File: config.mk
export PLATFORM = sky130hd
export DESIGN_NAME = if_id_skid_reg
export DESIGN_NICKNAME = d
export VERILOG_FILES = /design/src/rtl/if_id_skid_reg_pkg.sv /design/src/rtl/if_id_perf_cnt.sv /design/src/rtl/if_id_skid_reg.sv
export SDC_FILE = /design/constraint.sdc
export NUM_CORES = 1
export LEC_CHECK = 0
export CAP_MARGIN = 15
export CORE_MARGIN = 5
export CORE_UTILIZATION = 50
export DETAILED_ROUTE_END_ITERATION = 6
export GPL_TIMING_DRIVEN = 0
export MAX_ROUTING_LAYER = met4
export PLACE_DENSITY = 0.86
export SETUP_SLACK_MARGIN = 0.02
export SYNTH_ARGS = -nofsm -noshare
export SYNTH_HDL_FRONTEND = slang
export SYNTH_SLANG_ARGS = --single-unit
File: constraint.sdc
create_clock -name clk -period 4.84 [get_ports clk]
set_input_delay 0.968 -clock clk [delete_from_list [all_inputs] [get_ports clk]]
set_output_delay 0.968 -clock clk [all_outputs]
set_load 0.03 [all_outputs]
File: src/rtl/if_id_skid_reg_pkg.sv
// Shared definitions for the IF/ID skid register: skid states, NOP encoding and MIPS field positions.
package if_id_skid_reg_pkg;

  typedef enum logic [1:0] {
    StEmpty = 2'd0,
    StOne   = 2'd1,
    StTwo   = 2'd2
  } skid_state_e;

  localparam logic [31:0] NopInstr = 32'h0000_0000;
  localparam int unsigned PcStep   = 4;

  localparam int unsigned OpLsb    = 26;
  localparam int unsigned RsLsb    = 21;
  localparam int unsigned RtLsb    = 16;
  localparam int unsigned RdLsb    = 11;
  localparam int unsigned ShamtLsb = 6;

endpackage

File: src/rtl/if_id_perf_cnt.sv
// Three saturating event counters for the IF/ID boundary (stall, bubble, flush cycles).
module if_id_perf_cnt #(
  parameter int unsigned CNT_W = 32
) (
  input  logic             clk,
  input  logic             reset,
  input  logic             inc_stall,
  input  logic             inc_bubble,
  input  logic             inc_flush,
  output logic [CNT_W-1:0] stall_cnt,
  output logic [CNT_W-1:0] bubble_cnt,
  output logic [CNT_W-1:0] flush_cnt
);

  logic [CNT_W-1:0] stall_q, bubble_q, flush_q;

  // Counters stick at all-ones instead of wrapping.
  always_ff @(posedge clk or negedge reset) begin
    if (!reset) begin
      stall_q  <= '0;
      bubble_q <= '0;
      flush_q  <= '0;
    end else begin
      if (inc_stall && stall_q != '1) stall_q <= stall_q + 1'b1;
      if (inc_bubble && bubble_q != '1) bubble_q <= bubble_q + 1'b1;
      if (inc_flush && flush_q != '1) flush_q <= flush_q + 1'b1;
    end
  end

  assign stall_cnt  = stall_q;
  assign bubble_cnt = bubble_q;
  assign flush_cnt  = flush_q;

endmodule

File: src/rtl/if_id_skid_reg.sv
// IF/ID pipeline register with a 2-entry skid buffer, stall and flush, and pre-split MIPS fields.
// Optional perf counters are built when IF_ID_PERF_CNT_EN is defined.
module if_id_skid_reg
  import if_id_skid_reg_pkg::*;
#(
  parameter int unsigned PC_W    = 32,
  parameter int unsigned INSTR_W = 32,
  parameter int unsigned CNT_W   = 32
) (
  input  logic               clk,
  input  logic               reset,
  input  logic [INSTR_W-1:0] if_instr,
  input  logic [PC_W-1:0]    if_pc,
  input  logic               if_valid,
  output logic               if_ready,
  input  logic               id_stall,
  input  logic               id_flush,
  output logic               id_valid,
  output logic [INSTR_W-1:0] id_instr,
  output logic [PC_W-1:0]    id_pc,
  output logic [PC_W-1:0]    id_pc4,
  output logic [5:0]         id_op,
  output logic [5:0]         id_funct,
  output logic [4:0]         id_rs,
  output logic [4:0]         id_rt,
  output logic [4:0]         id_rd,
  output logic [4:0]         id_shamt,
  output logic [15:0]        id_imm16,
  output logic [25:0]        id_instr_index
`ifdef IF_ID_PERF_CNT_EN
  ,
  output logic [CNT_W-1:0]   stall_cnt,
  output logic [CNT_W-1:0]   bubble_cnt,
  output logic [CNT_W-1:0]   flush_cnt
`endif
);

  skid_state_e        state_q, state_d;
  logic [INSTR_W-1:0] head_instr_q, head_instr_d, skid_instr_q, skid_instr_d;
  logic [PC_W-1:0]    head_pc_q, head_pc_d, skid_pc_q, skid_pc_d;
  logic               accept, consume;

  // Handshake depends only on registered state, so the IFU never sees a comb path from decode.
  assign if_ready = (state_q != StTwo);
  assign id_valid = (state_q != StEmpty);
  assign accept   = if_valid & if_ready;
  assign consume  = id_valid & ~id_stall;

  always_comb begin
    state_d      = state_q;
    head_instr_d = head_instr_q;
    head_pc_d    = head_pc_q;
    skid_instr_d = skid_instr_q;
    skid_pc_d    = skid_pc_q;
    if (id_flush) begin
      state_d = StEmpty;
    end else begin
      unique case (state_q)
        StEmpty: begin
          if (accept) begin
            state_d      = StOne;
            head_instr_d = if_instr;
            head_pc_d    = if_pc;
          end
        end
        StOne: begin
          if (accept && consume) begin
            head_instr_d = if_instr;
            head_pc_d    = if_pc;
          end else if (accept) begin
            state_d      = StTwo;
            skid_instr_d = if_instr;
            skid_pc_d    = if_pc;
          end else if (consume) begin
            state_d = StEmpty;
          end
        end
        StTwo: begin
          if (consume) begin
            state_d      = StOne;
            head_instr_d = skid_instr_q;
            head_pc_d    = skid_pc_q;
          end
        end
        default: state_d = StEmpty;
      endcase
    end
  end

  always_ff @(posedge clk or negedge reset) begin
    if (!reset) begin
      state_q      <= StEmpty;
      head_instr_q <= '0;
      head_pc_q    <= '0;
      skid_instr_q <= '0;
      skid_pc_q    <= '0;
    end else begin
      state_q      <= state_d;
      head_instr_q <= head_instr_d;
      head_pc_q    <= head_pc_d;
      skid_instr_q <= skid_instr_d;
      skid_pc_q    <= skid_pc_d;
    end
  end

  assign id_instr       = id_valid ? head_instr_q : INSTR_W'(NopInstr);
  assign id_pc          = id_valid ? head_pc_q : '0;
  assign id_pc4         = id_pc + PC_W'(PcStep);
  assign id_op          = id_instr[OpLsb+5:OpLsb];
  assign id_rs          = id_instr[RsLsb+4:RsLsb];
  assign id_rt          = id_instr[RtLsb+4:RtLsb];
  assign id_rd          = id_instr[RdLsb+4:RdLsb];
  assign id_shamt       = id_instr[ShamtLsb+4:ShamtLsb];
  assign id_funct       = id_instr[5:0];
  assign id_imm16       = id_instr[15:0];
  assign id_instr_index = id_instr[25:0];

`ifdef IF_ID_PERF_CNT_EN
  if_id_perf_cnt #(
    .CNT_W(CNT_W)
  ) u_perf_cnt (
    .clk       (clk),
    .reset     (reset),
    .inc_stall (id_valid & id_stall),
    .inc_bubble(~id_valid),
    .inc_flush (id_flush),
    .stall_cnt (stall_cnt),
    .bubble_cnt(bubble_cnt),
    .flush_cnt (flush_cnt)
  );
`else
  logic [CNT_W-1:0] unused_cnt_w;
  assign unused_cnt_w = '0;
`endif

endmodule

==> results.cfg <==
[timing]
tightest_slew_ps = 617
whs_ps = 467
finalClockSkew_ps = 3.63
fin_crit_sh_pct = 95.9
post-route-min-period_ps = 4640
relSlewSlack_pct = 58.9
fmax_mhz = 216
hold_viol = 0
fin_ws_ps = 200
slew_viol_final = 0
rsz0062_at_grt = false
setup_viol = 0

[status]
status = completed

[routing]
postRouteAntennaNets = 0
drc_errors = 0
drtPass1Iterations = 4
wl_per_cell_um = 19.0
wirelength_um = 20300
dr_total_vias = 5669
routed_via_density = 5.30
drt-initial-drc-count = 293

[pwr]
power_uw = 4170
leakagePower_uw = 0.00456
p_per_area_mw_per_mm2 = 394
peakVddDrop_mv = 0.241

[clock_network]
cts_setup_buffers = 0
clock-sinks = 130
htreeDepth = 4
cts_tree = built
root_buffer = clkbuf_16
cts_buffers = 17
cts.repair.resized = 7
path_clk_slew_ps = 50
clock_latency_ps = 410
clockBufferDepth = 2
cts_hold_buf = 0

[floorplanning]
dieWidth_um = 131
rows = 44
ios = 241
start_util_pct = 50.7
die-area_sq_mm = 0.0171
core_sq_mm = 0.0144
fp.dieH_um = 131

[placement]
dp_cells = 1040
dp_slack_ps = -262
place.gp.congestion = 0.884
numPortBuffers = 240
dp_hpwl_um = 15400

[synth]
yosysWarnings = 0
synth.ff_latch_count = 130
netlist_instances = 615
syn_area_sq_mm = 0.00731
syn-num-nets = 685
syn_avg_cell_area_sq_um = 11.9
synth_edf_count = 0
async_flop_share_pct = 100
ys_seq_area_share_pct = 44.5
yosysUniqueCellTypes = 37
synth_ff_type = dfrtp_1

[setup_path]
cp_data_arrival_time_ps = 3670
required_ps = 3870
critPathMaxFanout = 12
critPathCaptureType = primary output
startpoint_type = flip-flop
ff2ff_path_depth = 6
reg2reg_slack_ps = 2660
crit_type = flip-flop to primary output
reg2reg_to = head_pc_q[21]
rr_startpoint = state_q[0]

[final_layout]
drive_gt1_share_pct = 37.1
regArea_sq_mm = 0.00325
most-common-layout-cells = clkdlybuf4s50_1 (235), mux2_2 (191), dfrtp_1 (130), buf_4 (76), and2_1 (58)
diodes = 0
fin_nets = 944
n_fill_cell = 995
syn2layout_area_growth_pct = 44.8
multi_input_comb_area_sq_mm = 0.00332
stdcell_count = 1069
final_common_cell = clkdlybuf4s50_1

[global_route]
grt_pass1_wl_um = 32200
grt_max_degree = 87
antenna_found_initial = 0
grt_util_all_layers_pct = 25.0
grt_pass1_vias = 6242
grt-ovfl-total = 0

[hold_path]
hold_class = input port to async pin

[job]
maxCapViolCount = 0
## stage by stage
stage / area (sq um) / setup TNS (ps) / util [%]
2_1_floorplan: 7310 / 0 / -
3_5_place_dp: 9970 / -538 / 69.1
4_1_cts: 10600 / 0 / 73.3
5_1_grt: 10600 / 0 / 73.4
6_report: 10600 / 0 / 73.4
3_3_place_gp: 9940 / -269590 / 68.9
## cell type report
| type | instances | area share (%) |
|---|---|---|
| Sequential cell | 130 | 30.7 |
| Inverter | 12 | 0.426 |
| Tap cell | 184 | 2.18 |
| Buffer | 105 | 6.69 |
| Clock buffer | 25 | 4.78 |
| Multi-Input combinational cell | 367 | 31.4 |
| Timing Repair Buffer | 241 | 23.1 |
| Clock inverter | 5 | 0.709 |
## registers in the layout, indices dropped and copies added (netlist names)
signal,flops
head_instr_q,32
head_pc_q,32
skid_instr_q,32
skid_pc_q,32
state_q,2
## cell families (layout without fill, tap and decap cells)
group | count (synthesis) | count (layout) | share of synthesized area, %
flip-flops | 130 | 130 | 44.5
AND/OR/NAND/NOR | 131 | 131 | 10.5
adder cells (fa/ha/maj) | 1 | 1 | 0.171
AO/OA/AOI/OAI | 15 | 15 | 1.47
buffers and inverters | 118 | 388 | 10.3
XOR/XNOR | 26 | 26 | 3.12
multiplexers | 194 | 194 | 29.9
## worst max-delay path, cell delays in order, from the launching register on
cell             delay, ps
dfrtp_1                440
nor2_2                 130
inv_2                  190
clkbuf_2               320
and2_1                 280
ha_1                   250
nand3_1                270
nor4_4                 350
nand4_1                170
xnor2_1                170
clkdlybuf4s50_1        690
## routing by layer
metal	up-vias	GRT usage, %	wire [um]
li1	2571	-	-
met4	0	8.59	488
met3	43	6.02	1290
met1	2844	29.6	8040
met5	-	-	0
met2	211	41.9	10500
## how the worst max path moves through the flow
stage	start	endpoint
6_report	state_q[0]	id_pc4[14]
5_1_grt	state_q[0]	id_pc4[14]
4_1_cts	state_q[0]	id_pc4[30]
3_5_place_dp	state_q[0]	id_pc4[30]
3_3_place_gp	reset	skid_pc_q[22]
2_1_floorplan	state_q[0]	id_pc4[30]
## power breakdown
part / leakage [uW] / internal [uW] / switching, uW
clock network: 0.000289 / 818 / 444
logic: 0.00271 / 699 / 682
registers: 0.00156 / 1350 / 175
## cells in the mapped netlist (2+ instances only)
| library cell | count | area [sq um] |
|---|---|---|
| a21oi_1 | 3 | 15.0 |
| and2_1 | 58 | 363 |
| and3_1 | 4 | 25.0 |
| and4_1 | 3 | 26.3 |
| buf_2 | 21 | 105 |
| buf_4 | 76 | 571 |
| clkbuf_1 | 9 | 33.8 |
| dfrtp_1 | 130 | 3250 |
| inv_1 | 12 | 45.0 |
| mux2_2 | 191 | 2150 |
| mux2i_1 | 2 | 20.0 |
| nand2_1 | 14 | 52.6 |
| nand3_1 | 11 | 55.1 |
| nand4_1 | 11 | 68.8 |
| nor2_1 | 12 | 45.0 |
| nor2b_1 | 2 | 12.5 |
| nor3_1 | 5 | 25.0 |
| nor4_1 | 3 | 18.8 |
| nor4_2 | 3 | 37.5 |
| o2111a_1 | 2 | 22.5 |
| o21ai_0 | 3 | 15.0 |
| xnor2_1 | 18 | 158 |
| xor2_1 | 8 | 70.1 |
(Power assumes the default switching activity.)
